===== src/rtl/lstm_sched_pkg.sv =====
// +----------------------------------------------------------------------------+
// | lstm_sched_pkg                                                             |
// | Shared types and helpers for the LSTM forward-pass sequencer.              |
// | Rev 1.0 - initial release                                                  |
// +----------------------------------------------------------------------------+
`default_nettype none

package lstm_sched_pkg;

   localparam int STATE_W = 3;

   typedef enum logic [STATE_W-1:0] {
      ST_IDLE  = 3'd0,
      ST_XPH   = 3'd1,
      ST_HPH   = 3'd2,
      ST_DRAIN = 3'd3,
      ST_WRITE = 3'd4,
      ST_DONE  = 3'd5
   } sched_state_t;

   // True when a*b is addressable with w bits.
   function automatic bit addr_fits(input int unsigned a, input int unsigned b,
                                    input int unsigned w);
      return (64'(a) * 64'(b)) < (64'd1 << w);
   endfunction

   function automatic int cnt_w(input int unsigned n);
      return (n > 1) ? $clog2(n) : 1;
   endfunction

endpackage

`default_nettype wire


===== src/rtl/sched_base_cnt.sv =====
// +----------------------------------------------------------------------------+
// | sched_base_cnt                                                             |
// | Base+offset address counter: rewind to base, step base by STRIDE, or +1.   |
// | Rev 1.0 - initial release                                                  |
// +----------------------------------------------------------------------------+
`default_nettype none

module sched_base_cnt #(
   parameter int ADDR_WIDTH = 12,
   parameter int STRIDE     = 1
) (
   input  logic                  clk,
   input  logic                  rst,
   input  logic                  i_hold,
   input  logic                  i_clr,
   input  logic                  i_load_base,
   input  logic                  i_add_stride,
   input  logic                  i_inc,
   output logic [ADDR_WIDTH-1:0] o_addr
);

   localparam logic [ADDR_WIDTH-1:0] c_STRIDE = ADDR_WIDTH'(STRIDE);
   localparam logic [ADDR_WIDTH-1:0] c_ONE    = ADDR_WIDTH'(1);

   logic [ADDR_WIDTH-1:0] r_base;
   logic [ADDR_WIDTH-1:0] r_addr;

   always_ff @(posedge clk) begin
      if (rst) begin
         r_base <= '0;
         r_addr <= '0;
      end else if (!i_hold) begin
         if (i_clr) begin
            r_base <= '0;
            r_addr <= '0;
         end else if (i_add_stride) begin
            r_base <= r_base + c_STRIDE;
            r_addr <= r_base + c_STRIDE;
         end else if (i_load_base) begin
            r_addr <= r_base;
         end else if (i_inc) begin
            r_addr <= r_addr + c_ONE;
         end
      end
   end

   assign o_addr = r_addr;

endmodule

`default_nettype wire


===== src/rtl/lstm_fwd_sched.sv =====
// +----------------------------------------------------------------------------+
// | lstm_fwd_sched                                                             |
// | Forward-pass sequencer for one LSTM layer (x*W, h*U, drain, writeback).    |
// | Option: LSTM_FWD_SKIP_H0_EN skips the h*U phase at t=0.                    |
// | Rev 1.0 - initial release                                                  |
// +----------------------------------------------------------------------------+
`default_nettype none

module lstm_fwd_sched
   import lstm_sched_pkg::*;
#(
   parameter int ADDR_WIDTH = 12,
   parameter int TIMESTEP   = 7,
   parameter int NUM_INPUT  = 53,
   parameter int NUM_CELL   = 53,
   parameter int DELAY      = 4
) (
   input  logic                  clk,
   input  logic                  rst,
   input  logic                  start,
   input  logic                  stall,
   output logic                  busy,
   output logic                  done,
   output logic                  acc_x,
   output logic                  acc_h,
   output logic                  rst_acc,
   output logic                  wr_act,
   output logic                  wr_c,
   output logic                  wr_h,
   output logic [ADDR_WIDTH-1:0] addr_x,
   output logic [ADDR_WIDTH-1:0] addr_w,
   output logic [ADDR_WIDTH-1:0] addr_u,
   output logic [ADDR_WIDTH-1:0] addr_b,
   output logic [ADDR_WIDTH-1:0] rd_addr_h,
   output logic [ADDR_WIDTH-1:0] wr_addr_hc,
   output logic [2:0]            timestep
);

   localparam int c_I_W = cnt_w(NUM_INPUT);
   localparam int c_J_W = cnt_w(NUM_CELL);
   localparam int c_D_W = cnt_w(DELAY);

   localparam logic [c_I_W-1:0] c_I_LAST = c_I_W'(NUM_INPUT - 1);
   localparam logic [c_J_W-1:0] c_J_LAST = c_J_W'(NUM_CELL - 1);
   localparam logic [c_D_W-1:0] c_D_LAST = c_D_W'(DELAY - 1);
   localparam logic [2:0]       c_T_LAST = 3'(TIMESTEP - 1);
   localparam logic [c_I_W-1:0] c_I_ONE  = c_I_W'(1);
   localparam logic [c_J_W-1:0] c_J_ONE  = c_J_W'(1);
   localparam logic [c_D_W-1:0] c_D_ONE  = c_D_W'(1);

   if (!addr_fits(TIMESTEP, NUM_INPUT, ADDR_WIDTH) ||
       !addr_fits(NUM_CELL, NUM_CELL, ADDR_WIDTH) || TIMESTEP > 8) begin : g_width_err
      $error("lstm_fwd_sched: ADDR_WIDTH or timestep width too small for configuration");
   end

   sched_state_t     r_state;
   sched_state_t     w_state_nxt;
   logic [c_I_W-1:0] r_i;
   logic [c_J_W-1:0] r_j;
   logic [c_J_W-1:0] r_cell;
   logic [c_D_W-1:0] r_drain;
   logic [2:0]       r_t;

   logic w_freeze, w_start, w_write, w_t0, w_skip_h;
   logic w_i_last, w_j_last, w_d_last, w_cell_last, w_t_last;
   logic w_x_step, w_h_step;

   // Stall is ignored in IDLE so a start is never lost.
   assign w_freeze    = stall && (r_state != ST_IDLE);
   assign w_start     = (r_state == ST_IDLE) && start;
   assign w_write     = (r_state == ST_WRITE);
   assign w_t0        = (r_t == 3'd0);
   assign w_i_last    = (r_i == c_I_LAST);
   assign w_j_last    = (r_j == c_J_LAST);
   assign w_d_last    = (r_drain == c_D_LAST);
   assign w_cell_last = (r_cell == c_J_LAST);
   assign w_t_last    = (r_t == c_T_LAST);
   assign w_x_step    = (r_state == ST_XPH) && !w_i_last;
   assign w_h_step    = (r_state == ST_HPH) && !w_j_last;

`ifdef LSTM_FWD_SKIP_H0_EN
   assign w_skip_h = w_t0;
`else
   assign w_skip_h = 1'b0;
`endif

   always_ff @(posedge clk) begin
      if (rst) r_state <= ST_IDLE;
      else     r_state <= w_state_nxt;
   end

   always_comb begin
      w_state_nxt = r_state;
      busy        = 1'b0;
      done        = 1'b0;
      acc_x       = 1'b0;
      acc_h       = 1'b0;
      rst_acc     = 1'b0;
      wr_act      = 1'b0;
      unique case (r_state)
         ST_IDLE: if (start) w_state_nxt = ST_XPH;
         ST_XPH: begin
            busy  = 1'b1;
            acc_x = !stall;
            if (!stall && w_i_last) w_state_nxt = w_skip_h ? ST_DRAIN : ST_HPH;
         end
         ST_HPH: begin
            busy  = 1'b1;
            acc_h = !stall && !w_t0;
            if (!stall && w_j_last) w_state_nxt = ST_DRAIN;
         end
         ST_DRAIN: begin
            busy = 1'b1;
            if (!stall && w_d_last) w_state_nxt = ST_WRITE;
         end
         ST_WRITE: begin
            busy    = 1'b1;
            rst_acc = !stall;
            wr_act  = !stall;
            if (!stall) w_state_nxt = (w_cell_last && w_t_last) ? ST_DONE : ST_XPH;
         end
         ST_DONE: begin
            done = !stall;
            if (!stall) w_state_nxt = ST_IDLE;
         end
         default: w_state_nxt = ST_IDLE;
      endcase
   end

   assign wr_c = wr_act;
   assign wr_h = wr_act;

   always_ff @(posedge clk) begin
      if (rst) begin
         r_t     <= '0;
         r_cell  <= '0;
         r_i     <= '0;
         r_j     <= '0;
         r_drain <= '0;
      end else if (!w_freeze) begin
         case (r_state)
            ST_IDLE: if (start) begin
               r_t     <= '0;
               r_cell  <= '0;
               r_i     <= '0;
               r_j     <= '0;
               r_drain <= '0;
            end
            ST_XPH: begin
               if (w_i_last) begin
                  r_i     <= '0;
                  r_j     <= '0;
                  r_drain <= '0;
               end else begin
                  r_i <= r_i + c_I_ONE;
               end
            end
            ST_HPH:   r_j     <= w_j_last ? '0 : r_j + c_J_ONE;
            ST_DRAIN: r_drain <= w_d_last ? '0 : r_drain + c_D_ONE;
            ST_WRITE: begin
               if (w_cell_last) begin
                  r_cell <= '0;
                  r_t    <= w_t_last ? 3'd0 : r_t + 3'd1;
               end else begin
                  r_cell <= r_cell + c_J_ONE;
               end
            end
            default: ;
         endcase
      end
   end

   // x rewinds to t*NUM_INPUT per cell; h stays at base 0 until t advances past 1.
   sched_base_cnt #(.ADDR_WIDTH(ADDR_WIDTH), .STRIDE(NUM_INPUT)) u_cnt_x (
      .clk(clk), .rst(rst), .i_hold(w_freeze), .i_clr(w_start),
      .i_load_base(w_write && !w_cell_last), .i_add_stride(w_write && w_cell_last),
      .i_inc(w_x_step), .o_addr(addr_x));

   sched_base_cnt #(.ADDR_WIDTH(ADDR_WIDTH), .STRIDE(NUM_INPUT)) u_cnt_w (
      .clk(clk), .rst(rst), .i_hold(w_freeze), .i_clr(w_start || (w_write && w_cell_last)),
      .i_load_base(1'b0), .i_add_stride(w_write && !w_cell_last),
      .i_inc(w_x_step), .o_addr(addr_w));

   sched_base_cnt #(.ADDR_WIDTH(ADDR_WIDTH), .STRIDE(NUM_CELL)) u_cnt_u (
      .clk(clk), .rst(rst), .i_hold(w_freeze), .i_clr(w_start || (w_write && w_cell_last)),
      .i_load_base(1'b0), .i_add_stride(w_write && !w_cell_last),
      .i_inc(w_h_step), .o_addr(addr_u));

   sched_base_cnt #(.ADDR_WIDTH(ADDR_WIDTH), .STRIDE(NUM_CELL)) u_cnt_h (
      .clk(clk), .rst(rst), .i_hold(w_freeze), .i_clr(w_start),
      .i_load_base(w_write && (!w_cell_last || w_t0)),
      .i_add_stride(w_write && w_cell_last && !w_t0),
      .i_inc(w_h_step && !w_t0), .o_addr(rd_addr_h));

   // t*NUM_CELL+cell is contiguous across cells and timesteps.
   sched_base_cnt #(.ADDR_WIDTH(ADDR_WIDTH), .STRIDE(1)) u_cnt_wr (
      .clk(clk), .rst(rst), .i_hold(w_freeze), .i_clr(w_start),
      .i_load_base(1'b0), .i_add_stride(1'b0),
      .i_inc(w_write), .o_addr(wr_addr_hc));

   assign addr_b   = ADDR_WIDTH'(r_cell);
   assign timestep = r_t;

endmodule

`default_nettype wire


===== config.mk =====
export PLATFORM = sky130hd
export DESIGN_NAME = lstm_fwd_sched
export DESIGN_NICKNAME = d
export VERILOG_FILES = /design/src/rtl/lstm_sched_pkg.sv /design/src/rtl/sched_base_cnt.sv /design/src/rtl/lstm_fwd_sched.sv
export SDC_FILE = /design/constraint.sdc
export NUM_CORES = 1
export LEC_CHECK = 0
export BUFFER_PORTS_ARGS = -buffer_cell sky130_fd_sc_hd__buf_2
export CORE_ASPECT_RATIO = 1.1
export CORE_MARGIN = 8
export CORE_UTILIZATION = 45
export DETAILED_ROUTE_END_ITERATION = 12
export PLACE_DENSITY = 0.61
export SLEW_MARGIN = 20
export SYNTH_ARGS = -nofsm -noshare
export SYNTH_HDL_FRONTEND = slang
export SYNTH_SLANG_ARGS = --single-unit

===== constraint.sdc =====
create_clock -name clk -period 2.2 [get_ports clk]
set_input_delay 0 -clock clk [delete_from_list [all_inputs] [get_ports clk]]
set_output_delay 0 -clock clk [all_outputs]
set_load 0.05 [all_outputs]

==> results of run 1 <==
## layout make-up
type / count / area [um^2] / share of cell area, %
clock buffers: 22 / 474 / 4.91
multi-input cells: 828 / 4860 / 50.4
inverters: 20 / 75.1 / 0.778
clock inverters: 10 / 191 / 1.98
flip-flops and latches: 134 / 2680 / 27.8
repair buffers: 161 / 1070 / 11.1
well taps: 238 / 298 / 3.08
## power by group through the flow
stage / logic [uW] / registers (uW) / clock network, uW
5_1_grt: 903 / 2520 / 3390
3_5_place_dp: 818 / 2560 / 0
2_1_floorplan: 478 / 2610 / 0
4_1_cts: 827 / 2510 / 3270
6_report: 832 / 2510 / 3220
3_3_place_gp: 815 / 2560 / 0
## layout by cell type (no fill, tap or decap), types with 4 or more instances in the layout
master,Yosys,final
nor4_1,8,8
nor2_1,132,131
nand2_1,72,72
o21a_1,6,6
conb_1,1,6
xor2_1,31,31
a21oi_1,114,114
dfxtp_1,134,133
inv_1,19,19
o21ai_0,95,95
nor2b_1,5,5
or3_1,22,22
a211oi_1,8,7
o21ai_1,18,18
nor3b_1,13,13
nand4_1,23,23
clkbuf_16,0,17
buf_12,0,4
nand3_1,41,41
nor2_2,4,4
nand3b_1,11,11
buf_2,16,79
nand2b_1,11,11
and3_1,17,17
a21boi_0,4,4
a22oi_1,17,17
ha_1,16,16
xnor2_1,41,41
and2_1,4,4
nor3_1,32,32
buf_4,13,75
bufinv_16,0,5
o32ai_1,5,5
a21o_1,8,8
a31oi_1,9,9
## path summary, 6_finish.rpt
| kind | from | to | slack, ns | cells past startpoint |
|---|---|---|---|---|
| max | r_state[2]$_SDFFE_PP0P_ | u_cnt_u.o_addr[11]$_SDFFE_PP0P_ | 0.11 | 7 |
| min | start | r_drain[0]$_SDFFE_PP0P_ | 0.14 | 4 |
| max reg2reg | r_state[2]$_SDFFE_PP0P_ | u_cnt_u.o_addr[11]$_SDFFE_PP0P_ | 0.11 | 7 |
| min reg2reg | u_cnt_x.o_addr[10]$_SDFFE_PP0P_ | u_cnt_x.o_addr[10]$_SDFFE_PP0P_ | 0.49 | 2 |
## metrics by stage
stage	util [%]	instances	power (uW)
final	55.4	1413	6560
after global routing	55.4	1413	6810
after CTS	55.2	1412	6610
after detailed placement	51.3	1378	3380
after global placement	51.3	1378	3380
after floorplan	-	1046	3090
## registers in the layout, summed over array words and instances, names as in the netlist
register	count
r_cell	6
r_drain	2
r_i	6
r_j	6
r_state	3
timestep	3
u_cnt_h.o_addr	12
u_cnt_h.r_base	12
u_cnt_u.o_addr	12
u_cnt_u.r_base	12
u_cnt_w.o_addr	12
u_cnt_w.r_base	12
u_cnt_wr.o_addr	12
u_cnt_x.o_addr	12
u_cnt_x.r_base	12
## what timing repair did
action,in CTS,in global routing
endpoints found under the hold margin,12,0
gates resized for setup,2,4
setup buffers,0,1
hold buffers,2,0
setup endpoints to repair,4,9
cloned,0,0
pin swaps,0,1
## metal layers
| layer | wire (um) | share of wire [%] | up-vias |
|---|---|---|---|
| li1 | - | - | 3977 |
| met1 | 10300 | 46 | 3693 |
| met2 | 10800 | 48 | 152 |
| met3 | 919 | 4.1 | 28 |
| met4 | 314 | 1.4 | 0 |
| met5 | 0 | 0 | - |
## critical path: stages (launching register included)
cell      delay, ns
dfxtp_1        0.36
buf_12         0.16
nand2b_1       0.19
a211o_1        0.38
o21a_1         0.17
or3_1          0.42
a221oi_1       0.25
a21o_1         0.11
## cell families (layout without fill, tap and decap cells)
| group | count (synthesis) | in the layout | synth area share, % |
|---|---|---|---|
| AND/OR/NAND/NOR | 415 | 415 | 26.7 |
| AO/OA/AOI/OAI | 318 | 318 | 23.6 |
| flip-flops | 134 | 134 | 34.0 |
| buffers and inverters | 84 | 213 | 5.06 |
| XOR/XNOR | 72 | 72 | 7.99 |
| adder cells (fa/ha/maj) | 16 | 16 | 2.54 |
| other | 1 | 6 | 0.0475 |
| multiplexers | 1 | 1 | 0.127 |
==> impl_results.md, run 1 <==
* Comb power frac at 12.7%
* Slew @ Worst Pin at about 0.64 ns
* Vias post-DR at 7850
* Sequential area share after synthesis at between 30% and 40%
* Chip height at ~150 um
* Reg clk slew, reported paths at 0.06 ns
* Total grt overflow at 0
* Area of the core at 17400 um^2
* Number of buffers inserted by port buffering at 80
* Top fanout value on the critical path at 13
* Fraction of registers with async set/reset at 0%
* M3 GR Usage at between 3 and 4%
* CTS root buffer: clkbuf_16
* CTS Buffer Depth at 2
* Worst setup SP type: register
* WL/cell at 15.8 um
* Max-cap violations at 0
* Met2 track utilization from global routing at between 30% and 40%
* First-pass DRT Iterations at 4
* Worst Setup Slack, final at 0.108 ns
* Final Hold Fails at 0
* Crit. End Element: register
* Clock Latency Late Sink at around 0.43 ns
* Worst Path Required at approximately 2.6 ns
* WHS at approximately 0.14 ns
* Power Dens Cells at 680 nW/um^2
* Post-Synthesis Cells at 1041
* Global-route wire length before repair at 37.1 mm
* Yosys top cell by area: dfxtp_1
* Flop pwr share at about two fifths
* Gr usage total at about 20%
* Netlist cell types at 76
* Area growth, synth to finish at 22.3%
* Rows at between 50 and 60
* Cell Area, Placed at 8930 um^2
* Final ANT Viol Nets at 0
* Slew HR at 57.1%
* Die W at 142 um
* Part of the cycle the worst path needs at a little over nine tenths
* Min-delay worst type: in2reg
* Slew Viols, Final at 0
* Int Power at 4860 uW
* Top cell type's share of synthesized area at about a third
* Fillers at between 1500 and 2000
* GR Util met1 at roughly a quarter
* Routed WL at between 20 and 25 mm
* Most common cell in the netlist: dfxtp_1
* Total CTS buffers at 17
* EDFF count, synth at 0
* Final Instance Area at 9650 um^2
* Status: finished, final reports clean
* Synth cell count leaders: 134 x dfxtp_1, 132 x nor2_1, 114 x a21oi_1, 95 x o21ai_0, 72 x nand2_1
* Global placement routability congestion at 0.848
* Clock Sinks at 134
* DRC errors left at 0
* Place WS at -0.00634 ns
* Worst Clk Skew at 0.00582 ns
* Die Area at 22000 um^2
* Routed vias/inst at 5.56
* WP data arrival at 2.47 ns
* TritonCTS clock tree: built
* Global-route layer with the greatest usage: met2
* Max frequency at ~0.48 GHz
* Ys flop type: dfxtp_1
* Number of antenna violations at the first check in global routing at 0
* Vias in the first global route at 7310
* Initial Util at 45.3%
* Sw frac at 26.0%
* Synth Register Bits at 134
* TNS Setup at 0 ns
* RSZ-0062 raised after global routing: no
* Largest net degree at the start of global routing at 29
* Post-synthesis instance area at 7890 um^2
* Dpl hpwl at around 16 mm
* Top post-synthesis cells by area: dfxtp_1 34%, a21oi_1 7.2%, nor2_1 6.3%
* Critical path class: reg2reg
* I/O pins at 87
* Mean post-synth cell area at around 7.6 um^2
* Antenna cell count at 0
* CTS H-tree lvls at 4
* Clk pwr share at 49.1%
* Net switching power at 1710 uW
* Iter 0 DRT Violations at between 400 and 500
* Nets at 1182
* Static leakage at 0.00380 uW
* # setup viols final at 0
* Max rail drop VDD at around 0.00057 V
* Layout cells sized above 1 at 18.0%
* Yosys warns at 0
* Min Tclk post-route at 2.09 ns
Note: power is estimated with default switching activity, not from simulation.
==> inputs of run 2 (changes only) <==
--- a/config.mk
+++ b/config.mk
@@ -5,12 +5,14 @@
 export SDC_FILE = /design/constraint.sdc
 export NUM_CORES = 1
 export LEC_CHECK = 0
-export BUFFER_PORTS_ARGS = -buffer_cell sky130_fd_sc_hd__buf_2
+export CELL_PAD_IN_SITES_DETAIL_PLACEMENT = 0
+export CELL_PAD_IN_SITES_GLOBAL_PLACEMENT = 1
 export CORE_ASPECT_RATIO = 1.1
 export CORE_MARGIN = 8
-export CORE_UTILIZATION = 45
+export CORE_UTILIZATION = 47
 export DETAILED_ROUTE_END_ITERATION = 12
-export PLACE_DENSITY = 0.61
+export DONT_BUFFER_PORTS = 1
+export PLACE_DENSITY = 0.77
 export SLEW_MARGIN = 20
 export SYNTH_ARGS = -nofsm -noshare
 export SYNTH_HDL_FRONTEND = slang
==> impl_results.md, run 2 (synthesis results as in run 1) <==
* Place WS at -0.0354 ns (-0.0291 ns)
* Final std cells w/o fill at 1360 (-3.8%)
* Max frequency at 0.483 GHz (+1.1%)
* FF-to-FF path depth at 6 (-1)
* Max-cap violations at 0 (unchanged)
* GR Util met1 at 29.1% (+3.6 points)
* Slew Viols, Final at 0 (unchanged)
* Crit. End Element: output port
* Number of antenna violations at the first check in global routing at 0 (unchanged)
* Power Dens Cells at 674 nW/um^2 (-0.96%)
* WL/cell at 17.4 um (+10%)
* Routed WL at 23.7 mm (+6.0%)
* CTS Buffer Depth at 2 (unchanged)
* Die W at 140 um (-1.9%)
* CTS H-tree lvls at 4 (unchanged)
* Global-route wire length before repair at 39.8 mm (+7.2%)
* I/O pins at 87 (unchanged)
* Vias post-DR at 7859 (+0.11%)
* Total grt overflow at 0 (unchanged)
* Most frequent cells in the layout: 133 x buf_4, 131 x nor2_1, 130 x dfxtp_1
* DRC errors left at 0 (unchanged)
* Slew HR at 57.5% (+0.42 points)
* Vias in the first global route at 7560 (+3.4%)
* TNS Setup at 0 ns (unchanged)
* Worst Clk Skew at 0.0133 ns (+0.00750 ns)
* M3 GR Usage at 4.83% (+1.3 points)
* Global placement routability congestion at 0.826 (-2.6%)
* Worst Setup Slack, final at 0.130 ns (+0.0221 ns)
* First-pass DRT Iterations at 5 (+1)
* WP data arrival at 2.07 ns (-0.40 ns)
* Clock Latency Late Sink at 0.43 ns (about the same)
* WHS at 0.0301 ns (-0.110 ns)
* Initial Util at 48.2% (+2.9 points)
* Status: finished, final reports clean
* Min Tclk post-route at 2.07 ns (-0.0221 ns)
* Dpl hpwl at 16.7 mm (+2.5%)
* Clock Sinks at 134 (unchanged)
* Nets at 1164 (-1.5%)
* Crit-path slowest cell: or3b_4
* Part of the cycle the worst path needs at 94.1% (-1.0 points)
* Largest net degree at the start of global routing at 95 (+230%)
* Worst Path Required at 2.20 ns (-0.38 ns)
* Layout cells sized above 1 at 17.5% (-0.48 points)
* Number of buffers inserted by port buffering at 0 (-100%)
* Die Area at 21200 um^2 (-3.8%)
* TritonCTS clock tree: built
* # setup viols final at 0 (unchanged)
* Gr usage total at 22.6% (+2.0 points)
* Reg clk slew, reported paths at 0.06 ns (about the same)
* Total CTS buffers at 17 (unchanged)
* Slew @ Worst Pin at 0.631 ns (-0.00619 ns)
* Final ANT Viol Nets at 0 (unchanged)
* RSZ-0062 raised after global routing: no
* Leading cell type in the layout, fill and taps excluded: buf_4
* Final core occ at 59.3% (+3.9 points)
* Antenna cell count at 0 (unchanged)
* Depth of the worst hold-timing path at 3 (-1)
* Met2 track utilization from global routing at 36.7% (+1.6 points)
* Area of the core at 16400 um^2 (-6.0%)
* Min-delay worst type: in2reg
* Static leakage at 0.00371 uW (-2.4%)
* Critical path, cell by cell: or3b_4 -> nor2_4 -> buf_4 -> buf_6
* Worst setup SP type: register
* Area growth, synth to finish at 23.1%
* Rows at 49 (-3.9%)
* Iter 0 DRT Violations at 558 (+26%)
* Chip height at 152 um (-1.9%)
* Critical path class: reg2out
* Final Hold Fails at 0 (unchanged)
* Routed vias/inst at 5.78 (+4.0%)
* Max rail drop VDD at 0.000562 V (-0.64%)
* Placed Cells at 1323 (-4.0%)
* CTS root buffer: clkbuf_16
* CP max stage delay at 0.51 ns (+0.09 ns)
* Global-route layer with the greatest usage: met2
* Top fanout value on the critical path at 9 (-4)
==> run 2: changes by cell type in the layout (fill, tap and decap cells not counted), sizes merged <==
| cell | change |
|---|---|
| buf | -19 |
| clkbuf | -5 |
| inv | +2 |
| clkinv | +1 |
| clkinvlp | +1 |
| dlygate4sd3 | +1 |
==> run 2: stage by stage <==
step	area, um^2	power [uW]
final	9710	6540
after global routing	9710	6770
after CTS	9650	6570
after detailed placement	8940	3350
after global placement	8940	3350
after floorplan	7910	3090
==> run 2: where the power goes <==
| part | internal (uW) | total [uW] | switching, uW |
|---|---|---|---|
| clock network | 2020 | 3180 | 1160 |
| registers | 2460 | 2510 | 45.8 |
| logic | 290 | 856 | 565 |
==> run 2: path summary, 6_finish.rpt <==
path | from | end | slack, ns
worst max-delay path | r_state[1]$_SDFFE_PP0P_ | wr_act | 0.13
worst min register to register | r_i[5]$_SDFFE_PP0P_ | r_i[5]$_SDFFE_PP0P_ | 0.49
worst max register to register | r_cell[3]$_SDFFE_PP0P_ | u_cnt_u.o_addr[11]$_SDFFE_PP0P_ | 0.14
worst min-delay path | rst | u_cnt_wr.o_addr[11]$_SDFFE_PP0P_ | 0.03
==> run 2: final cells by class <==
cell class	instances	area, um^2
fillers	1534	6660
multi-input cells	828	4890
flip-flops and latches	134	2690
repair buffers	143	1160
clock buffers	17	425
well taps	204	255
clock inverters	14	221
inverters	20	75.1
==> run 2: routing by layer <==
metal / part of all wire [%] / vias up
li1: - / 3933
met1: 46 / 3697
met2: 47 / 197
met3: 5.2 / 32
met4: 1.9 / 0
met5: 0 / -
==> run 2: timing repair <==
item	in CTS	in global routing
resized for setup	3	11
buffers inserted	0	2
endpoints found under the setup margin	16	40
hold buffers	4	0
hold endpoints to repair	119	0
cloned	0	0
pin swaps	0	1
==> run 2: critical path, delay by kind of cell (launching register included) <==
kind | cells | cell delay [ns]
and+or+nand+nor | 2 | 0.64
buffers and inverters | 2 | 0.61
DFF | 1 | 0.39
